`src/rtl/haar_stage_evaluator.sv`:
```
// Haar cascade stage evaluator.
// Walks one stage's weak classifiers from the classifier ROM, requests each feature value from
// feature_calculator, picks the left/right leaf per weak threshold and accumulates the stage sum.
// Every ROM read is two cycles: rom_addr is registered in an *_A state and rom_data is sampled
// in the following *_D state.
//
// Ports:
//   clk, rst                  clock, synchronous active-high reset
//   start, stage_base_addr    begin a stage evaluation at the given stage header address
//   rom_addr, rom_data        classifier ROM read port
//   fc_start, fc_feature_index, fc_feature_value, fc_done   feature_calculator handshake
//   busy, done                status; done is a one-cycle completion pulse
//   stage_sum, stage_pass     stage result, held until the next completion or reset
//   error                     watchdog abort flag
//
// Optional feature: define FC_WATCHDOG_EN to abort a stalled feature request after WD_CYCLES
// cycles in FC_WAIT (error=1, stage_pass=0, stage_sum = partial sum). Without it, error is 0.
module haar_stage_evaluator #(
  parameter int unsigned DATA_WIDTH = 32,
  parameter int unsigned ACC_WIDTH  = 40,
  parameter int unsigned ADDR_WIDTH = 14,
  parameter int unsigned WD_CYCLES  = 1024
) (
  input  logic                        clk,
  input  logic                        rst,
  input  logic                        start,
  input  logic [ADDR_WIDTH-1:0]       stage_base_addr,
  output logic [ADDR_WIDTH-1:0]       rom_addr,
  input  logic [DATA_WIDTH-1:0]       rom_data,
  output logic                        fc_start,
  output logic [11:0]                 fc_feature_index,
  input  logic signed [DATA_WIDTH-1:0] fc_feature_value,
  input  logic                        fc_done,
  output logic                        busy,
  output logic signed [ACC_WIDTH-1:0] stage_sum,
  output logic                        stage_pass,
  output logic                        error,
  output logic                        done
);

  typedef enum logic [4:0] {
    StIdle, StCntA, StCntD, StThrA, StThrD,
    StFidxA, StFidxD, StWthrA, StWthrD, StLeftA, StLeftD, StRightA, StRightD,
    StFcGo, StFcWait, StAccum, StFinish
  } state_e;

  state_e state_q, state_d;

  logic [ADDR_WIDTH-1:0]        base_q, rec_addr_q;
  logic [7:0]                   weak_cnt_q, rec_cnt_q;
  logic [11:0]                  fidx_q;
  logic signed [DATA_WIDTH-1:0] sthr_q, wthr_q, left_q, right_q, fval_q;
  logic signed [ACC_WIDTH-1:0]  acc_q;
  logic                         last_rec;
  logic                         wd_timeout;
  logic                         wd_hit;
  logic signed [DATA_WIDTH-1:0] leaf;
  logic signed [ACC_WIDTH-1:0]  leaf_ext, sthr_ext;

  assign last_rec = (rec_cnt_q + 8'd1) == weak_cnt_q;
  assign leaf     = (fval_q < wthr_q) ? left_q : right_q;
  assign leaf_ext = {{(ACC_WIDTH-DATA_WIDTH){leaf[DATA_WIDTH-1]}}, leaf};
  assign sthr_ext = {{(ACC_WIDTH-DATA_WIDTH){sthr_q[DATA_WIDTH-1]}}, sthr_q};

`ifdef FC_WATCHDOG_EN
  localparam int unsigned WdW = $clog2(WD_CYCLES) + 1;
  logic [WdW-1:0] wd_cnt_q;
  logic           wd_hit_q;
  logic           error_q;

  // Timeout once fc_done has been absent for WD_CYCLES consecutive FC_WAIT cycles.
  assign wd_timeout = (state_q == StFcWait) && !fc_done && (wd_cnt_q == WdW'(WD_CYCLES - 1));
  assign wd_hit     = wd_hit_q;
  assign error      = error_q;

  always_ff @(posedge clk) begin
    if (rst) begin
      wd_cnt_q <= '0;
      wd_hit_q <= 1'b0;
      error_q  <= 1'b0;
    end else begin
      wd_cnt_q <= (state_q == StFcWait && !fc_done) ? wd_cnt_q + WdW'(1) : '0;
      if (state_q == StIdle && start) begin
        wd_hit_q <= 1'b0;
        error_q  <= 1'b0;
      end else if (wd_timeout) begin
        wd_hit_q <= 1'b1;
      end else if (state_q == StFinish) begin
        error_q <= wd_hit_q;
      end
    end
  end
`else
  assign wd_timeout = 1'b0;
  assign wd_hit     = 1'b0;
  assign error      = 1'b0;
`endif

  always_comb begin
    state_d = state_q;
    unique case (state_q)
      StIdle:   if (start) state_d = StCntA;
      StCntA:   state_d = StCntD;
      StCntD:   state_d = StThrA;
      StThrA:   state_d = StThrD;
      StThrD:   state_d = (weak_cnt_q == 8'd0) ? StFinish : StFidxA;
      StFidxA:  state_d = StFidxD;
      StFidxD:  state_d = StWthrA;
      StWthrA:  state_d = StWthrD;
      StWthrD:  state_d = StLeftA;
      StLeftA:  state_d = StLeftD;
      StLeftD:  state_d = StRightA;
      StRightA: state_d = StRightD;
      StRightD: state_d = StFcGo;
      StFcGo:   state_d = StFcWait;
      StFcWait: begin
        if (fc_done)         state_d = StAccum;
        else if (wd_timeout) state_d = StFinish;
      end
      StAccum:  state_d = last_rec ? StFinish : StFidxA;
      StFinish: state_d = StIdle;
      default:  state_d = StIdle;
    endcase
  end

  always_ff @(posedge clk) begin
    if (rst) begin
      state_q          <= StIdle;
      base_q           <= '0;
      rec_addr_q       <= '0;
      weak_cnt_q       <= '0;
      rec_cnt_q        <= '0;
      fidx_q           <= '0;
      sthr_q           <= '0;
      wthr_q           <= '0;
      left_q           <= '0;
      right_q          <= '0;
      fval_q           <= '0;
      acc_q            <= '0;
      rom_addr         <= '0;
      fc_start         <= 1'b0;
      fc_feature_index <= '0;
      busy             <= 1'b0;
      stage_sum        <= '0;
      stage_pass       <= 1'b0;
      done             <= 1'b0;
    end else begin
      state_q  <= state_d;
      fc_start <= 1'b0;
      done     <= 1'b0;
      unique case (state_q)
        StIdle: begin
          if (start) begin
            base_q    <= stage_base_addr;
            acc_q     <= '0;
            rec_cnt_q <= '0;
            busy      <= 1'b1;
          end
        end
        StCntA:   rom_addr <= base_q;
        StCntD:   weak_cnt_q <= rom_data[7:0];
        StThrA:   rom_addr <= base_q + ADDR_WIDTH'(1);
        StThrD: begin
          sthr_q     <= rom_data;
          rec_addr_q <= base_q + ADDR_WIDTH'(2);
        end
        StFidxA:  rom_addr <= rec_addr_q;
        StFidxD:  fidx_q <= rom_data[11:0];
        StWthrA:  rom_addr <= rec_addr_q + ADDR_WIDTH'(1);
        StWthrD:  wthr_q <= rom_data;
        StLeftA:  rom_addr <= rec_addr_q + ADDR_WIDTH'(2);
        StLeftD:  left_q <= rom_data;
        StRightA: rom_addr <= rec_addr_q + ADDR_WIDTH'(3);
        StRightD: begin
          // Registered here so the pulse and index appear exactly in the FC_GO cycle.
          right_q          <= rom_data;
          fc_start         <= 1'b1;
          fc_feature_index <= fidx_q;
        end
        StFcWait: if (fc_done) fval_q <= fc_feature_value;
        StAccum: begin
          acc_q      <= acc_q + leaf_ext;
          rec_cnt_q  <= rec_cnt_q + 8'd1;
          rec_addr_q <= rec_addr_q + ADDR_WIDTH'(4);
        end
        StFinish: begin
          stage_sum  <= acc_q;
          stage_pass <= !wd_hit && (acc_q >= sthr_ext);
          done       <= 1'b1;
          busy       <= 1'b0;
        end
        default: ;
      endcase
    end
  end

endmodule
```
`config.mk`:
```
export PLATFORM = sky130hd
export DESIGN_NAME = haar_stage_evaluator
export DESIGN_NICKNAME = d
export VERILOG_FILES = /design/src/rtl/haar_stage_evaluator.sv
export SDC_FILE = /design/constraint.sdc
export NUM_CORES = 1
export LEC_CHECK = 0
export BUFFER_PORTS_ARGS = -buffer_cell sky130_fd_sc_hd__buf_2
export CORE_ASPECT_RATIO = 2
export CORE_MARGIN = 2
export CORE_UTILIZATION = 40
export DETAILED_ROUTE_END_ITERATION = 6
export GPL_TIMING_DRIVEN = 1
export HOLD_SLACK_MARGIN = 0.06
export MAX_ROUTING_LAYER = met4
export SLEW_MARGIN = 20
export SYNTH_ARGS = -nofsm -noshare
export SYNTH_HDL_FRONTEND = slang
export SYNTH_SLANG_ARGS = --single-unit
```
`constraint.sdc`:
```
create_clock -name clk -period 5 [get_ports clk]
set_input_delay 0 -clock clk [delete_from_list [all_inputs] [get_ports clk]]
set_output_delay 0 -clock clk [all_outputs]
set_load 0.02 [all_outputs]
```
==> metrics, run 1 <==
Final Setup Violations 0; Synth Area in Simple Gates 0.2159; met2 global-route usage 0.5236; XOR/XNOR Fraction of Synth Area 0.03195; Synth Register Bits 331; number of nets in the layout 2638; Crit path buffers/inverters 2; crit path capture type register; Post-Syn Area 17000 µm²; first-pass GRT wire length 89610 µm; total clock sinks 331; clk root buf clkbuf_16; Max-cap violations 0; num rows 106; Yosys top cell area share 0.3899; largest net degree at the start of global routing 195; Adder-Cell Fraction of Synth Area 0.08922; Clock Skews 0.01536 ns; critical path's slowest cell a221o_1; GR Util met3 0.02361; CP max stage delay 0.36 ns; TritonRoute pass-1 iters 6; die width 149.8 µm; ratio of cells with drive above 1 in the final layout 0.1333; GR peak layer met2; Post-DP HPWL 43770 µm; Layout Area Growth over Synthesis 21.28%; Global Route met1 Usage 0.2392; post-synth net total 2425; initial antenna violation count 0; multiplexer share of the synthesized area 0.02120; compound-gate portion of the synthesized area 0.2057; largest delay contributor family on the critical path compound AO/OA/AOI/OAI gates; post-synth top area cell dfxtp_1; CTS tree yes; clk_lat worst skew 0.60 ns; Vias/cell 5.480; cts bufs inserted 31; final wirelength 58820 µm; gpl congestion 1.006; Initial Util 0.4055; # diodes 0; DRC viols 0; Top FF cell, synth dfxtp_1; H-tree depth 1; Post-Route Utilization 0.4919; number of global-route vias before repair 16683; CP Cell Sequence inv_1, ha_1, a211oi_2, nor2_1, a2111oi_2, o211ai_1, o21ai_2, a31oi_4, buf_12, mux2_2, ha_1, o211ai_2, o21ai_2, nand4_2, o21ai_4, a31oi_4, a221o_1, o311ai_2, xor2_1, and3b_1, a211o_1; Worst Slack Setup Final 0.2501 ns; fmax 0.2105 GHz; Syn. warnings 0; commonest non-fill, non-tap cell in the layout nand2_1; Die Height 295.5 µm; FF-to-FF path depth 21; pre-CTS setup slack 0.04515 ns; CORE AREA 41910 µm²; Crit path required time 5.48 ns; WL/cell 19.60 µm; commonest cells after routing, fill and taps aside nand2_1 (574), a21oi_1 (360), dfxtp_1 (331), buf_2 (150), ha_1 (117); Critical Path Fanout Max 32; Post-synth EDFFs 0; largest family of logic cells by synthesized area simple AND/OR/NAND/NOR gates; Final period util 0.9500; Fin. Hold Viols 0; Slew @ Worst Pin 1.124 ns; Routed Antenna Nets 0; Die ar. 44250 µm²; clk buf depth 3; Worst Path Arrival 5.23 ns; minimum clock period 4.750 ns; critical path depth 21; Critical Path Start Type register; sequential-to-total area share from yosys stat 0.3899; Tot GR Track Use 0.2696; cell leakage power 8.176 nW; total power 6.195 mW; Clock Pin Slew Worst Setup and Hold Paths 0.07 ns; fin. max-slew vios 0; Syn Inst Count 2223; CP Class reg2reg; DRT iter0 DRCs 765; Rel. slew slack 0.2429; I/O Buffers 151; worst min path class in2reg; Post-synth ARST share 0; GRT overflow 0; Mean Syn Cell Area 7.646 µm²; most area-consuming cells after synthesis dfxtp_1 (39%), nand2_1 (13%), a21oi_1 (11%); power per standard cell area 300.5 nW/µm²; worst reg2reg setup slack 0.25 ns; VDD IR-drop max 0.3377 mV; I/O pins 153; Hold Crit Depth 6; synth unique cells 65; status finished clean; via count 16444
## sequential cells by signal, summed over array words and instances (netlist names), 5 cells and up
name,cells
stage_sum,40
fidx_q,12
fval_q,32
rec_addr_q,14
wthr_q,32
fc_feature_index,12
weak_cnt_q,8
sthr_q,32
rec_cnt_q,8
state_q,5
rom_addr,14
acc_q,40
right_q,32
left_q,32
base_q,14
## tightest hold or removal path: stages
cell and delay [ns]:
buf_2 0.12, inv_1 0.07, nor3_2 0.05, buf_4 0.22, nand2_1 0.11, a21oi_1 0.05
## kinds of logic (layout without fill, tap and decap cells)
logic type,after synthesis,count (layout)
other,1,1
multiplexers,32,32
flip-flops,331,331
AO/OA/AOI/OAI,598,598
adder cells (fa/ha/maj),120,120
AND/OR/NAND/NOR,872,872
buffers and inverters,207,445
XOR/XNOR,62,62
## cells in the mapped netlist (7+ instances only)
cell       count
and3_1        20
xor2_1        27
nor2_1       108
nand2_1      576
a2111oi_0      8
a22o_1        12
nand2b_1      12
xnor2_1       35
and2_1         7
nor3_1        34
a22oi_1       12
dfxtp_1      331
clkbuf_1     119
inv_1         79
nand3_1       51
mux2_2        32
a211oi_1      18
a21oi_1      363
ha_1         118
a21o_1        31
nand4_1       25
a31oi_1       12
o21ai_0       70
nor2b_1       13
o211ai_1       8
buf_1          8
## final cells by class
| class | count | area (µm²) |
|---|---|---|
| fillers | 4255 | 21300 |
| multi-input cells | 1685 | 9717 |
| inverters | 79 | 296.5 |
| clock buffers | 41 | 853.3 |
| flip-flops and latches | 331 | 6626 |
| clock inverters | 17 | 225.2 |
| repair buffers | 308 | 2220 |
| well taps | 540 | 675.6 |
## per-layer routing
| layer | routed length (µm) | vias up |
|---|---|---|
| met5 | 0 | - |
| met1 | 19650 | 7745 |
| met2 | 32620 | 445 |
| li1 | - | 8053 |
| met3 | 1771 | 201 |
| met4 | 4784 | 0 |
## final timing paths
check	endpoint	startpoint
min	fval_q[6]	fc_done
max reg2reg	acc_q[39]	wthr_q[13]
min reg2reg	fc_feature_index[11]	fc_feature_index[11]
max	acc_q[39]	wthr_q[13]
## power by group
group	internal [mW]	switching [mW]
registers	2.71	0.105
clock network	1.42	1.10
logic	0.309	0.545
total	4.44	1.75
## what timing repair did
action                                  4_1_cts  5_1_grt
resized for setup                             0       16
hold endpoints to repair                    265        0
endpoints found under the setup margin        0       13
hold buffers                                 97        0
buffers inserted                              0        2
## metrics by stage
step | cell area [µm²] | hold WS, ns | setup TNS (ns) | instances
5_1_grt | 20610 | 0.1056 | -0.08825 | 3001
3_5_place_dp | 18470 | 0.2488 | 0 | 2844
4_1_cts | 20520 | 0.06015 | 0 | 2999
3_3_place_gp | 18460 | 0.2425 | 0 | 2843
6_report | 20610 | 0.08130 | 0 | 3001
2_1_floorplan | 17000 | 0.1360 | 0 | 2223
Note: power is estimated with default switching activity, not from simulation.
==> run 2: changes to the inputs <==
Settings changed: CORE_ASPECT_RATIO 2 to unset.
==> run 2 against run 1 <==
Net effect:
- clock power rose by 17%
- register-to-register slack got worse by 0.02 ns
- largest cell class unchanged
- utilization fell by 0.061 points
- setup slack got worse by 0.023 ns
- highest routed layer unchanged
- global-route usage fell by 3.1 points
- largest power group is now the clock network
- die area fell by 0.23%
- design area barely moved
- worst hold slack improved by 0.0047 ns
==> metrics, run 2 (synthesized netlist as in run 1, its figures left out) <==
I/O Buffers 151 (unchanged); P_int 4.798 mW (+8.0%); Seq pwr share 0.427 (-0.028); crit path capture type register; Worst Path Arrival 5.17 ns (-0.06 ns); Placed Cells 2822 (-0.77%); Layout Area Growth over Synthesis 21.24% (about the same); CORE AREA 41950 µm² (about the same); CP Class reg2reg; power per standard cell area 319.4 nW/µm² (+6.3%); clk_lat worst skew 0.56 ns (-0.04 ns); Logic pwr share 0.125 (-0.013); commonest non-fill, non-tap cell in the layout nand2_1; final wirelength 51810 µm (-12%); Final Non-Filler Cells 2974 (-0.90%); fin. max-slew vios 0 (unchanged); Post-DP Area 18300 µm² (-0.95%); # diodes 0 (unchanged); Vias/cell 5.405 (-1.4%); total power 6.581 mW (+6.2%); num rows 75 (-29%); Final Setup Violations 0 (unchanged); largest net degree at the start of global routing 169 (-13%); hold_ws 0.08604 ns (+0.004742 ns); commonest cells after routing, fill and taps aside nand2_1 (574), a21oi_1 (362), dfxtp_1 (331), buf_2 (150), ha_1 (113); Critical R2R Launch wthr_q[13]; Clock power frac 0.448 (+0.040); Final period util 0.9546 (+0.004664); reg-to-reg endpoint acc_q[20]; sw frac 0.2710 (-0.01179); fillers 4225 (-0.71%); Fin. Hold Viols 0 (unchanged); Routed Antenna Nets 0 (unchanged); I/O pins 153 (unchanged); gpl congestion 0.9693 (-3.7%); first-pass GRT wire length 82300 µm (-8.2%); DRT iter0 DRCs 942 (+23%); GRT overflow 0 (unchanged); worst min path class in2reg; hold_sp fc_done; multi-input logic area 9777 µm² (+0.62%); Die Height 210.1 µm (-29%); FF-to-FF path depth 21 (unchanged); H-tree depth 2 (+1); VDD IR-drop max 0.1857 mV (-45%); Rel. slew slack 0.2644 (+0.02147); Crit path required time 5.39 ns (-0.09 ns); Post-DP HPWL 36160 µm (-17%); cts bufs inserted 39 (+26%); Die ar. 44150 µm² (-0.23%); clk root buf clkbuf_16; Tot GR Track Use 0.2388 (-0.03074); Regs by FF count acc_q x40, stage_sum x40; sequential cell area 6626 µm² (unchanged); initial antenna violation count 0 (unchanged); sw power 1.783 mW (+1.8%); Critical Path Start Type register; Initial Util 0.4052 (about the same); Worst Hold Path EP fval_q[3]; fmax 0.2095 GHz (-0.49%); Critical Path Fanout Max 5 (-84%); TritonRoute pass-1 iters 5 (-1); via count 16074 (-2.3%); Max-cap violations 0 (unchanged); number of nets in the layout 2609 (-1.1%); cell leakage power 8.112 nW (-0.78%); CTS tree yes; minimum clock period 4.773 ns (+0.02332 ns); setup TNS 0 ns (unchanged); clk buf depth 3 (unchanged); status finished clean; Clock Skews 0.01545 ns (+0.00008970 ns); number of global-route vias before repair 15568 (-6.7%); total clock sinks 331 (unchanged); Hold Crit Depth 6 (unchanged); die width 210.1 µm (+40%); DRC viols 0 (unchanged); Slew @ Worst Pin 1.103 ns (-0.02033 ns); WL/cell 17.42 µm (-11%); ratio of cells with drive above 1 in the final layout 0.1347 (+0.001423); cell area after layout 20610 µm² (about the same); Clock Pin Slew Worst Setup and Hold Paths 0.06 ns (about the same); worst reg2reg setup slack 0.23 ns (-0.02 ns)
==> run 2: cell types whose count changed in the layout (fill, tap and decap cells not counted), moves of 3 or more <==
cell / previous run / this run
buf_4: 57 / 36
clkbuf_16: 31 / 39
clkinvlp_4: 4 / 1
dlygate4sd3_1: 97 / 81
ha_1: 117 / 113
o21ai_1: 4 / 1
clkbuf_8: 4 / 10
==> run 2: layout make-up <==
type | instances | area share
sequential | 331 | 0.3216
clock inverter | 13 | 0.009412
clock buffer | 56 | 0.05532
tap | 539 | 0.03273
multi-input combinational | 1685 | 0.4745
inverter | 79 | 0.01439
timing repair buffer | 271 | 0.09211
==> run 2: metrics by stage <==
step	utilization	setup WS (ns)
2_1_floorplan	-	0.3432
3_3_place_gp	0.4362	0.05086
3_5_place_dp	0.4362	-0.2606
4_1_cts	0.4878	0.00003286
5_1_grt	0.4912	-0.004832
6_report	0.4912	0.2268
==> run 2: how the worst max path moves through the flow <==
stage                     from        end  slack (ns)
floorplan           wthr_q[13]  acc_q[26]        0.34
global placement    wthr_q[17]  acc_q[39]        0.05
detailed placement  wthr_q[17]  acc_q[39]       -0.26
CTS                 wthr_q[13]  acc_q[26]     0.00003
global route        wthr_q[13]  acc_q[39]      -0.005
finish              wthr_q[13]  acc_q[20]        0.23
==> run 2: worst max-delay path, cell delays in order, from the launching register on <==
cell and delay [ns]:
dfxtp_1 0.33, inv_1 0.05, ha_1 0.31, a211oi_2 0.23, nor2_1 0.08, a2111oi_2 0.32, o211ai_1 0.15, o21ai_2 0.24
a31oi_4 0.17, buf_4 0.20, mux2_2 0.28, ha_1 0.32, a211oi_1 0.26, o21bai_1 0.15, o31ai_2 0.27, o22ai_2 0.16
buf_4 0.16, a41oi_1 0.30, nor2_1 0.09, a2111o_1 0.36, nand4_1 0.09, a21oi_1 0.07
==> run 2: metal layers <==
layer / track usage / part of all wire
met4: 0.09367 / 0.033
met2: 0.4072 / 0.49
met3: 0.02563 / 0.035
met5: - / 0
met1: 0.2903 / 0.44
==> run 2: repair_timing <==
action,in CTS,in global routing
endpoints found under the setup margin,13,14
setup buffers,1,1
gates cloned,0,0
pin swaps,1,7
hold buffers,81,0
gates resized for setup,1,22
hold endpoints to repair,206,0
==> run 2: power by group through the flow <==
stage / Clock (mW) / Sequential, mW / Combinational [mW]
CTS: 3.02 / 2.81 / 0.820
detailed placement: 0 / 2.87 / 0.763
global placement: 0 / 2.86 / 0.754
finish: 2.95 / 2.81 / 0.820
floorplan: 0 / 2.85 / 0.473
global route: 3.12 / 2.82 / 0.898
==> run 3: changes to the inputs <==
Settings changed: MAX_ROUTING_LAYER met4 to unset.
==> run 3 against run 2 <==
Net effect:
- register-to-register slack barely moved
- non-clock buffer count rose by 15
- wire length rose by 1.6%
- critical path type unchanged
- critical endpoint is now acc_q[39]
==> metrics, run 3 (synthesized netlist as in run 1, its figures left out) <==
I/O Buffers 151 (unchanged); Routed Antenna Nets 0 (unchanged); Final period util 0.9540 (about the same); largest net degree at the start of global routing 123 (-27%); H-tree depth 2 (unchanged); hold_sp fc_done; die width 210.1 µm (unchanged); clk buf depth 3 (unchanged); sw power 1.780 mW (-0.19%); Critical R2R Launch wthr_q[17]; Critical Path Fanout Max 14 (+9); met2 routed WL 26340 µm (+3.1%); Max-cap violations 0 (unchanged); fin. max-slew vios 0 (unchanged); Initial Util 0.4052 (unchanged); Rel. slew slack 0.2784 (+0.01398); num rows 75 (unchanged); multi-input logic area 9807 µm² (+0.31%); total clock sinks 331 (unchanged); ratio of cells with drive above 1 in the final layout 0.1375 (+0.002793); Die ar. 44150 µm² (unchanged); fillers 4141 (-2.0%); Post-DP Area 18300 µm² (about the same); TritonRoute pass-1 iters 5 (unchanged); GRT overflow 0 (unchanged); cts bufs inserted 39 (unchanged); worst reg2reg setup slack 0.23 ns (about the same); WL met1 23130 µm (+1.6%); fmax 0.2097 GHz (about the same); Clock Skews 0.02206 ns (+0.006617 ns); number of global-route vias before repair 15871 (+1.9%); commonest cells after routing, fill and taps aside nand2_1 (573), a21oi_1 (361), dfxtp_1 (331), buf_2 (150), ha_1 (106); Die Height 210.1 µm (unchanged); final wirelength 52620 µm (+1.6%); Clock power frac 0.439 (-0.009); sequential cell area 6626 µm² (unchanged); met3 WL 1801 µm (+0.33%); Slew @ Worst Pin 1.079 ns (-0.02479 ns); CTS tree yes; cell area after layout 20750 µm² (+0.70%); Final Setup Violations 0 (unchanged); Fin. Hold Viols 0 (unchanged); cell leakage power 8.166 nW (+0.66%); reg-to-reg endpoint acc_q[39]; Post-DP HPWL 36350 µm (+0.52%); number of nets in the layout 2624 (+0.57%); initial antenna violation count 1 (+1); DRC viols 0 (unchanged); WL/cell 17.59 µm (+0.98%); hold_ws 0.09344 ns (+0.007405 ns); Regs by FF count acc_q x40, stage_sum x40; commonest non-fill, non-tap cell in the layout nand2_1; DRT iter0 DRCs 1111 (+18%); Worst Path Arrival 5.21 ns (+0.04 ns); Crit path required time 5.44 ns (+0.05 ns); Top Metal Used met4; FF-to-FF path depth 20 (-4.8%); worst min path class in2reg; Clock Pin Slew Worst Setup and Hold Paths 0.06 ns (about the same); Logic pwr share 0.130 (+0.005); Layout Area Growth over Synthesis 22.08%; VDD IR-drop max 0.2499 mV (+35%); Vias/cell 5.397 (-0.15%); Critical Path Start Type register; clk root buf clkbuf_16; Seq pwr share 0.431 (+0.004); Tot GR Track Use 0.2349 (-0.003951); Worst Slack Setup Final 0.2302 ns (+0.003414 ns); sw frac 0.2728 (+0.001857); Post-Route Utilization 0.4947 (+0.003431); pre-CTS setup slack -0.09193 ns (+0.1687 ns); crit path capture type register; I/O pins 153 (unchanged); gpl congestion 0.9034 (-6.8%); power per standard cell area 314.4 nW/µm² (-1.6%); P_int 4.744 mW (-1.1%); CORE AREA 41950 µm² (unchanged); clk_lat worst skew 0.56 ns (about the same); minimum clock period 4.770 ns (-0.003414 ns); first-pass GRT wire length 83280 µm (+1.2%); via count 16142 (+0.42%); status finished clean; Worst Hold Path EP fval_q[2]; CP Class reg2reg; Hold Crit Depth 6 (unchanged)
## run 3: cell count changes in the layout (fill, tap and decap cells not counted), sizes merged
cell | previous run | this run
bufinv | 4 | 2
clkbuf | 56 | 59
diode | 0 | 1
dlygate4sd3 | 81 | 96
## run 3: how the worst max path moves through the flow
| stage | end | depth (start not counted) | start |
|---|---|---|---|
| after floorplan | acc_q[26] | 23 | wthr_q[13] |
| after global placement | acc_q[24] | 22 | wthr_q[13] |
| after detailed placement | acc_q[26] | 22 | wthr_q[13] |
| after CTS | acc_q[26] | 23 | wthr_q[13] |
| after global routing | acc_q[26] | 22 | wthr_q[13] |
| final | acc_q[39] | 20 | wthr_q[17] |
## run 3: layout make-up
type,instances,area share
clock inverters,11,0.005909
repair buffers,286,0.09871
inverters,79,0.01429
well taps,539,0.03250
clock buffers,59,0.05650
multi-input cells,1685,0.4726
flip-flops and latches,331,0.3193
diodes,1,0.0001206
## run 3: power by group through the flow
stage                     Clock, mW  Combinational [mW]  Sequential [mW]
final                          2.87               0.846             2.81
after floorplan                   0               0.473             2.85
after global placement            0               0.754             2.86
after detailed placement          0               0.766             2.87
after global routing           3.06               0.923             2.82
after CTS                      2.94               0.845             2.81
## run 3: metrics by stage
| step | TNS (ns) | power [mW] | std cells |
|---|---|---|---|
| global placement | -0.05967 | 3.619 | 2822 |
| CTS | 0 | 6.594 | 2989 |
| global route | -0.01487 | 6.802 | 2991 |
| floorplan | 0 | 3.319 | 2223 |
| detailed placement | -0.3574 | 3.633 | 2822 |
| finish | 0 | 6.524 | 2991 |
## run 3: metal layers
metal  global-route usage  up-vias
met5                    0        -
li1                     -     8053
met2               0.4203      317
met1               0.2925     7692
met4              0.07141        0
met3              0.03203       80
## run 3: timing repair
item,CTS,global route
pin swaps,1,8
setup buffers,1,1
endpoints found under the setup margin,10,17
gates resized for setup,0,35
hold buffers,96,0
hold endpoints to repair,264,0
## run 3: critical path, stage by stage (launching register included)
cell	delay (ns)
dfxtp_1	0.33
inv_1	0.05
ha_1	0.30
o21a_1	0.14
o211ai_1	0.08
a2111oi_1	0.49
o21ai_2	0.14
a31oi_4	0.20
buf_12	0.19
buf_4	0.21
mux2_2	0.36
ha_2	0.38
nand2_1	0.12
o21ai_1	0.19
and2_1	0.15
o21ai_0	0.10
a221o_1	0.40
o311ai_2	0.28
xor2_1	0.21
nor2_1	0.07
a211o_1	0.26
